[src/rtl/clint_arb.sv]
// clint_arb: machine-mode interrupt controller for NUM_IRQ peripheral lines.
// It arbitrates ecall/ebreak, masked peripheral interrupts and mret. It then
// sequences the mepc/mstatus/mcause CSR writes, redirects EX to the trap
// vector (direct or vectored) and stalls the pipeline while it does so.
//
// Ports:
//   clk, rst            core clock, synchronous active-low reset
//   irq_i, irq_en_i     peripheral interrupt lines and per-line enables
//   id_pc, id_inst      PC and instruction currently in ID
//   ex_jump_flag/addr   EX redirect in progress and its target
//   csr_mtvec/mepc/mstatus  current CSR images
//   clint_hold_flag     pipeline stall request (combinational)
//   csr_we/waddr/wdata  registered CSR write port
//   int_assert/int_addr one-cycle redirect pulse and target
//   irq_ack_o           one-hot acknowledge of the accepted line
//   irq_pending_o       current pending vector
module clint_arb #(
  parameter int NUM_IRQ       = 8,
  parameter int XLEN          = 32,
  parameter bit EDGE_MODE     = 1'b1,
  parameter int IRQ_CODE_BASE = 16
) (
  input  logic               clk,
  input  logic               rst,
  input  logic [NUM_IRQ-1:0] irq_i,
  input  logic [NUM_IRQ-1:0] irq_en_i,
  input  logic [XLEN-1:0]    id_pc,
  input  logic [31:0]        id_inst,
  input  logic               ex_jump_flag,
  input  logic [XLEN-1:0]    ex_jump_addr,
  input  logic [XLEN-1:0]    csr_mtvec,
  input  logic [XLEN-1:0]    csr_mepc,
  input  logic [XLEN-1:0]    csr_mstatus,
  output logic               clint_hold_flag,
  output logic               csr_we,
  output logic [11:0]        csr_waddr,
  output logic [XLEN-1:0]    csr_wdata,
  output logic               int_assert,
  output logic [XLEN-1:0]    int_addr,
  output logic [NUM_IRQ-1:0] irq_ack_o,
  output logic [NUM_IRQ-1:0] irq_pending_o
);

  localparam int          IDX_W       = (NUM_IRQ > 1) ? $clog2(NUM_IRQ) : 1;
  localparam logic [31:0] INST_ECALL  = 32'h0000_0073;
  localparam logic [31:0] INST_EBREAK = 32'h0010_0073;
  localparam logic [31:0] INST_MRET   = 32'h3020_0073;

  typedef enum logic [2:0] {
    S_IDLE, S_MEPC, S_MSTATUS, S_MCAUSE, S_TRAP, S_MRET
  } state_t;

  state_t state, state_next;

  logic [NUM_IRQ-1:0] pend, cand, ack;
  logic [IDX_W-1:0]   idx;
  logic               found;
  logic               is_ecall, is_ebreak, is_mret, async_req;
  logic               take_sync, take_async, take_mret;
  logic [XLEN-1:0]    code, base, acc_pc, acc_cause, acc_target;
  logic [XLEN-1:0]    pc_p0, cause_p0, target_p0;

  // Trap entry: MPIE <= MIE, MIE <= 0, MPP <= M.
  function automatic logic [XLEN-1:0] mstatus_trap(input logic [XLEN-1:0] s);
    logic [XLEN-1:0] r;
    r        = s;
    r[7]     = s[3];
    r[3]     = 1'b0;
    r[12:11] = 2'b11;
    return r;
  endfunction

  // Trap return: MIE <= MPIE, MPIE <= 1.
  function automatic logic [XLEN-1:0] mstatus_mret(input logic [XLEN-1:0] s);
    logic [XLEN-1:0] r;
    r    = s;
    r[3] = s[7];
    r[7] = 1'b1;
    return r;
  endfunction

  // Pending capture. The registered copy of irq_i keeps loading during reset
  // so that lines already high at reset release do not look like new edges.
  generate
    if (EDGE_MODE) begin : g_edge
      logic [NUM_IRQ-1:0] irq_p0, pend_p0;
      always_ff @(posedge clk) begin
        irq_p0 <= irq_i;
        if (!rst) pend_p0 <= '0;
        else      pend_p0 <= (pend_p0 & ~ack) | (irq_i & ~irq_p0);
      end
      assign pend = pend_p0;
    end else begin : g_level
      assign pend = rst ? irq_i : '0;
    end
  endgenerate

  assign cand      = pend & irq_en_i;
  assign async_req = (|cand) && csr_mstatus[3];
  assign is_ecall  = (id_inst == INST_ECALL);
  assign is_ebreak = (id_inst == INST_EBREAK);
  assign is_mret   = (id_inst == INST_MRET);

  // Priority: synchronous exception > interrupt > mret.
  assign take_sync  = rst && (is_ecall || is_ebreak);
  assign take_async = rst && async_req && !take_sync;
  assign take_mret  = rst && is_mret && !async_req && !take_sync;

  // Lowest enabled pending line wins.
  always_comb begin
    idx   = '0;
    found = 1'b0;
    for (int i = 0; i < NUM_IRQ; i++) begin
      if (cand[i] && !found) begin
        idx   = IDX_W'(i);
        found = 1'b1;
      end
    end
  end

  assign code       = XLEN'(IRQ_CODE_BASE) + XLEN'(idx);
  assign base       = {csr_mtvec[XLEN-1:2], 2'b00};
  assign acc_target = (take_async && csr_mtvec[1:0] == 2'b01) ? base + (code << 2) : base;
  assign acc_cause  = take_sync ? (is_ecall ? XLEN'(11) : XLEN'(3))
                                : {1'b1, code[XLEN-2:0]};
  // A synchronous trap re-executes the faulting instruction, so with EX
  // redirecting it points one instruction before the redirect target.
  assign acc_pc     = ex_jump_flag ? (take_sync ? ex_jump_addr - XLEN'(4) : ex_jump_addr)
                                   : id_pc;

  always_comb begin
    state_next      = state;
    clint_hold_flag = 1'b0;
    ack             = '0;
    unique case (state)
      S_IDLE: begin
        clint_hold_flag = take_sync || take_async || take_mret;
        if (take_async) ack = NUM_IRQ'(1) << idx;
        if (take_sync || take_async) state_next = S_MEPC;
        else if (take_mret)          state_next = S_MRET;
      end
      S_MEPC:    begin clint_hold_flag = 1'b1; state_next = S_MSTATUS; end
      S_MSTATUS: begin clint_hold_flag = 1'b1; state_next = S_MCAUSE;  end
      S_MCAUSE:  begin clint_hold_flag = 1'b1; state_next = S_TRAP;    end
      S_TRAP:    begin clint_hold_flag = 1'b1; state_next = S_IDLE;    end
      S_MRET:    begin clint_hold_flag = 1'b1; state_next = S_IDLE;    end
      default:   state_next = S_IDLE;
    endcase
  end

  assign irq_ack_o     = ack;
  assign irq_pending_o = pend;

  // Stage p0: acceptance capture and registered CSR/redirect outputs.
  always_ff @(posedge clk) begin
    if (!rst) begin
      state      <= S_IDLE;
      pc_p0      <= '0;
      cause_p0   <= '0;
      target_p0  <= '0;
      csr_we     <= 1'b0;
      csr_waddr  <= '0;
      csr_wdata  <= '0;
      int_assert <= 1'b0;
      int_addr   <= '0;
    end else begin
      state      <= state_next;
      csr_we     <= 1'b0;
      csr_waddr  <= '0;
      csr_wdata  <= '0;
      int_assert <= 1'b0;
      int_addr   <= '0;
      if (state == S_IDLE && (take_sync || take_async || take_mret)) begin
        pc_p0     <= acc_pc;
        cause_p0  <= acc_cause;
        target_p0 <= acc_target;
      end
      unique case (state)
        S_MEPC: begin
          csr_we    <= 1'b1;
          csr_waddr <= 12'h341;
          csr_wdata <= pc_p0;
        end
        S_MSTATUS: begin
          csr_we    <= 1'b1;
          csr_waddr <= 12'h300;
          csr_wdata <= mstatus_trap(csr_mstatus);
        end
        S_MCAUSE: begin
          csr_we    <= 1'b1;
          csr_waddr <= 12'h342;
          csr_wdata <= cause_p0;
        end
        S_TRAP: begin
          int_assert <= 1'b1;
          int_addr   <= target_p0;
        end
        S_MRET: begin
          csr_we     <= 1'b1;
          csr_waddr  <= 12'h300;
          csr_wdata  <= mstatus_mret(csr_mstatus);
          int_assert <= 1'b1;
          int_addr   <= csr_mepc;
        end
        default: ;
      endcase
    end
  end

endmodule

[config.mk]
export PLATFORM = sky130hd
export DESIGN_NAME = clint_arb
export DESIGN_NICKNAME = d
export VERILOG_FILES = /design/src/rtl/clint_arb.sv
export SDC_FILE = /design/constraint.sdc
export NUM_CORES = 1
export LEC_CHECK = 0
export CAP_MARGIN = 20
export CORE_MARGIN = 2
export CORE_UTILIZATION = 47
export DETAILED_ROUTE_END_ITERATION = 12
export GPL_ROUTABILITY_DRIVEN = 0
export PLACE_DENSITY = 0.91
export SLEW_MARGIN = 40
export SYNTH_ARGS = -nofsm -noshare
export SYNTH_HDL_FRONTEND = slang
export SYNTH_SLANG_ARGS = --single-unit
[constraint.sdc]
create_clock -name clk -period 6.4 [get_ports clk]
set_input_delay 0.64 -clock clk [delete_from_list [all_inputs] [get_ports clk]]
set_output_delay 0.64 -clock clk [all_outputs]
set_load 0.05 [all_outputs]
After elaboration in Yosys (flattened, before gate mapping) --
Cells that the tools add are included.
Operators by class: add/subtract/negate cells 3, eq/ne operators 10, shift-type cells 1, muxes and demuxes 30, bitwise gates (word level) 6, reductions and logical operators 34
Operator list (number):
- $mux W32 | 4
- $pmux W32 S4 | 1
- $pmux W32 S2 | 1
- $add A32 B8 Y32 | 1
- $eq A32 B21 Y1 const B | 1
- $eq A32 B30 Y1 const B | 1
- $eq A32 B7 Y1 const B | 1
- $sub A32 B3 Y32 const B | 1
- $pmux W10 S3 | 1
- $and A8 B8 Y8 | 3
- $mux W3 | 8
- $logic_and A1 B1 Y1 | 16
- $mux W8 | 2
- $not A8 Y8 | 2
- $pmux W3 S4 | 1
- $mux W1 | 10
- $logic_not A1 Y1 | 9
- $or A8 B8 Y8 | 1
- $reduce_or A8 Y1 | 1
- $shl A1 B3 Y8 const A | 1
- $add A5 B3 Y6 const A | 1
- $eq A3 B2 Y1 const B | 2
- $eq A3 B3 Y1 const B | 2
- $reduce_or A5 Y1 | 1
- other kinds (9) | 12
Storage, ports and cells: register bits 193, output and inout port bits 95, word-level logic and storage cells 95

Longest topological paths before layout --
word-level depth 29, depth in mapped cells 12

Worst setup path before layout --
OpenSTA, ideal clock, no wires.
path type input-to-output, start point in id_inst[7], end point out clint_hold_flag, arrival time 2.698 ns, setup slack 3.062 ns, stages on the path 5, path buffers 0, cells stage by stage nor4bb_1 -> nand2_1 -> o41ai_4 -> a21oi_1 -> a21oi_1
On the way: word-level cells in the longest chain between the ends 8, elaborated cells on any way between the ends 13, those cells by class eq/ne (3); mux (1); reduce/logical (9)
Ends and longest elaborated chain:
- start, declared | line 28 | input logic [31:0] id_inst,
- $eq A32 B7 Y1 or $eq A32 B21 Y1 (tied branches) | line 100, 101
- $logic_or A1 B1 Y1 | line 105 | assign take_sync = rst && (is_ecall || is_ebreak);
- $logic_and A1 B1 Y1 | line 105
- $logic_not A1 Y1 | line 106, 107
- $logic_and A1 B1 Y1 | line 106 | assign take_async = rst && async_req && !take_sync;
- $logic_or A1 B1 Y1 | line 137 | clint_hold_flag = take_sync || take_async || take_mret;
- $logic_or A1 B1 Y1 (*) | line 137
- $pmux W1 S2 (*) | line 135 | unique case (state)
- end, declared | line 34 | output logic clint_hold_flag,
Mark *: on every way between the ends. The rest lies on a longest branch, timed or not.

Final worst setup path --
start point in id_inst[17], end point out clint_hold_flag
Same word-level chain as after synthesis.

==> impl_metrics.csv <==
group,metric,value,unit
run_status,run_status,"finished clean",
synthesis,synth_edf_count,0,
route,routed_wl,26000,µm
sta,hold_viol,0,
sta,setup_tns,0,ps
synthesis,syn_area,7440,µm²
power,power.density,311,nW/µm²
synthesis,ys_types,61,
clocking,clock_path_buffers,2,
route,drc,0,
die,die_h,130,µm
clocking,cts-root-buf,"clkbuf_16",
sta,worst_slack,1940,ps
clocking,holdBufCountCts,0,
sta,tightest_slew,790,ps
synthesis,synth_area_leaders,"dfxtp_1, a22oi_1, nor2_1",
critical_path,worstPathMaxFanout,18,
die,io_pins,306,
layout,fin_nets,1362,
layout,nFillCells,1127,
die,rows,45,
die,fp.dieArea,16800,µm²
die,core_area,15300,µm²
layout,final_cell_area,11100,µm²
critical_path,cp.arrival,3820,ps
critical_path,crit_family,"buffers and inverters",
layout,syn2layout_area_growth,49.4,%
clocking,cts_tree,"done",
clocking,clock_sinks,155,
placed_design,port_buffers,298,
route,vias,8039,
die,initial_core_util,48.6,%
power,swShare,35.7,%
grt,grt_pass1_wl,40100,µm
power,combPwrFrac,32.4,%
clocking,post_cts_buffers,0,
sta,fmax,224,MHz
synthesis,ys_seq_area_share,41.7,%
layout,layout-drive-gt1-share,6.38,%
synthesis,syn_area_per_cell,8.43,µm²
synthesis,synth_top_area_share,41.7,%
sta,post-route-period-util,69.7,%
synthesis,synth_seq_cells,155,
critical_path,crit_type,"primary input to primary output",
route,dr.pass1.iters,6,
grt,grtUsageMet1,39.1,%
die,die_w,130,µm
grt,overflow,0,
grt,track_usage,30.5,%
synthesis,yosys.area.top_type,"dfxtp_1",
synthesis,ys_warn_count,0,
route,wl_per_cell,19.0,µm
grt,grt_pass1_vias,7700,
sta,rsz0062_at_grt,"false",
sta,skew,11.8,ps
placed_design,dpl_cell_area,10500,µm²
power,p_seq_share,36.1,%
sta,finalCriticalPeriod,4460,ps
run,drv_cap,0,
grt,grt_max_degree,65,
clocking,cts-htree-levels,4,
synthesis,yosysMostFrequentCell,"dfxtp_1",
critical_path,cpPeakStageDelay,850,ps
layout,diodes,0,
worst_hold_path,hold_path_class,"register to register",
sta,maxSlewHeadroom,46.8,%
sta,finalSetupViolCount,0,
power,switching_power,1240,µW
grt,top_usage_layer,"met2",
placed_design,dpl_worst_slack,1880,ps
clocking,cts_buffers,17,
critical_path,critPathSlowestCell,"clkdlybuf4s50_1",
synthesis,syn_inst,882,
grt,antenna_found_initial,0,
critical_path,cp_num_buf_inv,3,
synthesis,synthFlopType,"dfxtp_1",
power,p_clk_share,31.5,%
synthesis,synthArstFlopShare,0,%
clocking,clk_latency,430,ps
sta,report.final.slew_viol_count,0,
power,p_leak,0.00392,µW
critical_path,setup.worst_path.end_class,"primary output",
grt,grt_util_met3,5.54,%
grt,use_met2,50.8,%
power,ir_worst_vdd,0.242,mV
route,drt-initial-drc-count,1058,
clocking,path_clk_slew,60,ps
route,final_antenna_net_count,0,
placed_design,place_hpwl,19000,µm
power,power.internal,2220,µW
critical_path,startpoint_type,"primary input",
synthesis,synth_common_cells,"dfxtp_1, nor2_1, a22oi_1, o21ai_0, nand3_1",
critical_path,required,5760,ps
route,vias_per_cell,5.87,
critical_path,cp_cell_sequence,"clkdlybuf4s50_1 -> nor4_1 -> nand4_2 -> o41ai_4 -> buf_4 -> a21oi_1 -> a21oi_1 -> clkdlybuf4s50_1",
clocking,postCtsResizedCells,0,
[cell families after synthesis]
group / Yosys count / share of synthesized area, %
AND/OR/NAND/NOR: 341 / 24.0
buffers and inverters: 85 / 5.21
AO/OA/AOI/OAI: 230 / 20.1
adder cells (fa/ha/maj): 5 / 0.942
XOR/XNOR: 51 / 6.01
multiplexers: 14 / 1.98
other: 1 / 0.0504
flip-flops: 155 / 41.7
[state kept, by name (all words and copies together), names as in the netlist]
| signal | count |
|---|---|
| cause_p0 | 5 |
| csr_waddr | 4 |
| csr_wdata | 32 |
| g_edge.irq_p0 | 8 |
| int_addr | 32 |
| int_assert | 1 |
| irq_pending_o | 8 |
| pc_p0 | 32 |
| state | 3 |
| target_p0 | 30 |
[routing by layer]
layer / share of wire (%) / vias to the layer above
met4: 3.8 / 0
met1: 41 / 3766
met3: 7.8 / 71
li1: - / 3757
met2: 48 / 445
met5: 0 / -
[through the flow]
stage / total power (µW) / util [%] / hold WS, ps / std cells
2_1_floorplan: 1950 / - / 428 / 888
3_3_place_gp: 2330 / 68.3 / 438 / 1337
3_5_place_dp: 2350 / 68.3 / 447 / 1337
4_1_cts: 3450 / 72.5 / 455 / 1369
5_1_grt: 3590 / 72.6 / 473 / 1370
6_report: 3460 / 72.6 / 457 / 1370
[power groups by stage]
stage | logic [µW] | registers (µW) | clock network (µW)
detailed placement | 1090 | 1260 | 0
global placement | 1070 | 1250 | 0
finish | 1120 | 1250 | 1090
floorplan | 595 | 1360 | 0
global route | 1200 | 1260 | 1130
CTS | 1110 | 1240 | 1100
[tightest hold or removal path, cell delays in order (launching register included)]
cell and delay [ps]:
dfxtp_1 310, nand2_1 50, a21oi_1 50
[cells in the final DEF, fill, tap and decap left out, types with 11 or more instances in the layout]
cell	instances
clkdlybuf4s50_1	297
dfxtp_1	155
nor2_1	98
a22oi_1	60
o21ai_0	54
nand3_1	53
a21oi_1	51
nand2_1	43
nor4_1	38
xnor2_1	31
nand4_1	20
xor2_1	20
clkbuf_16	17
o211ai_1	16
inv_1	14
and3_1	12
nor3_1	11
[area by class of cell]
class / count / area [µm²] / area share [%]
Clock buffer: 19 / 453 / 4.08
Clock inverter: 13 / 189 / 1.70
Inverter: 15 / 56.3 / 0.507
Multi-Input combinational cell: 648 / 3990 / 35.9
Sequential cell: 155 / 3100 / 27.9
Tap cell: 211 / 264 / 2.38
Timing Repair Buffer: 309 / 3060 / 27.5
[final timing paths]
| path | startpoint | to | slack, ps | depth (start not counted) |
|---|---|---|---|---|
| max reg2reg | irq_pending_o[2] | target_p0[26] | 2930 | 12 |
| max | id_inst[17] | clint_hold_flag | 1940 | 8 |
| min reg2reg | cause_p0[2] | cause_p0[2] | 460 | 2 |
| min | cause_p0[2] | cause_p0[2] | 460 | 2 |
No activity file was read; power rests on OpenSTA's default activity.
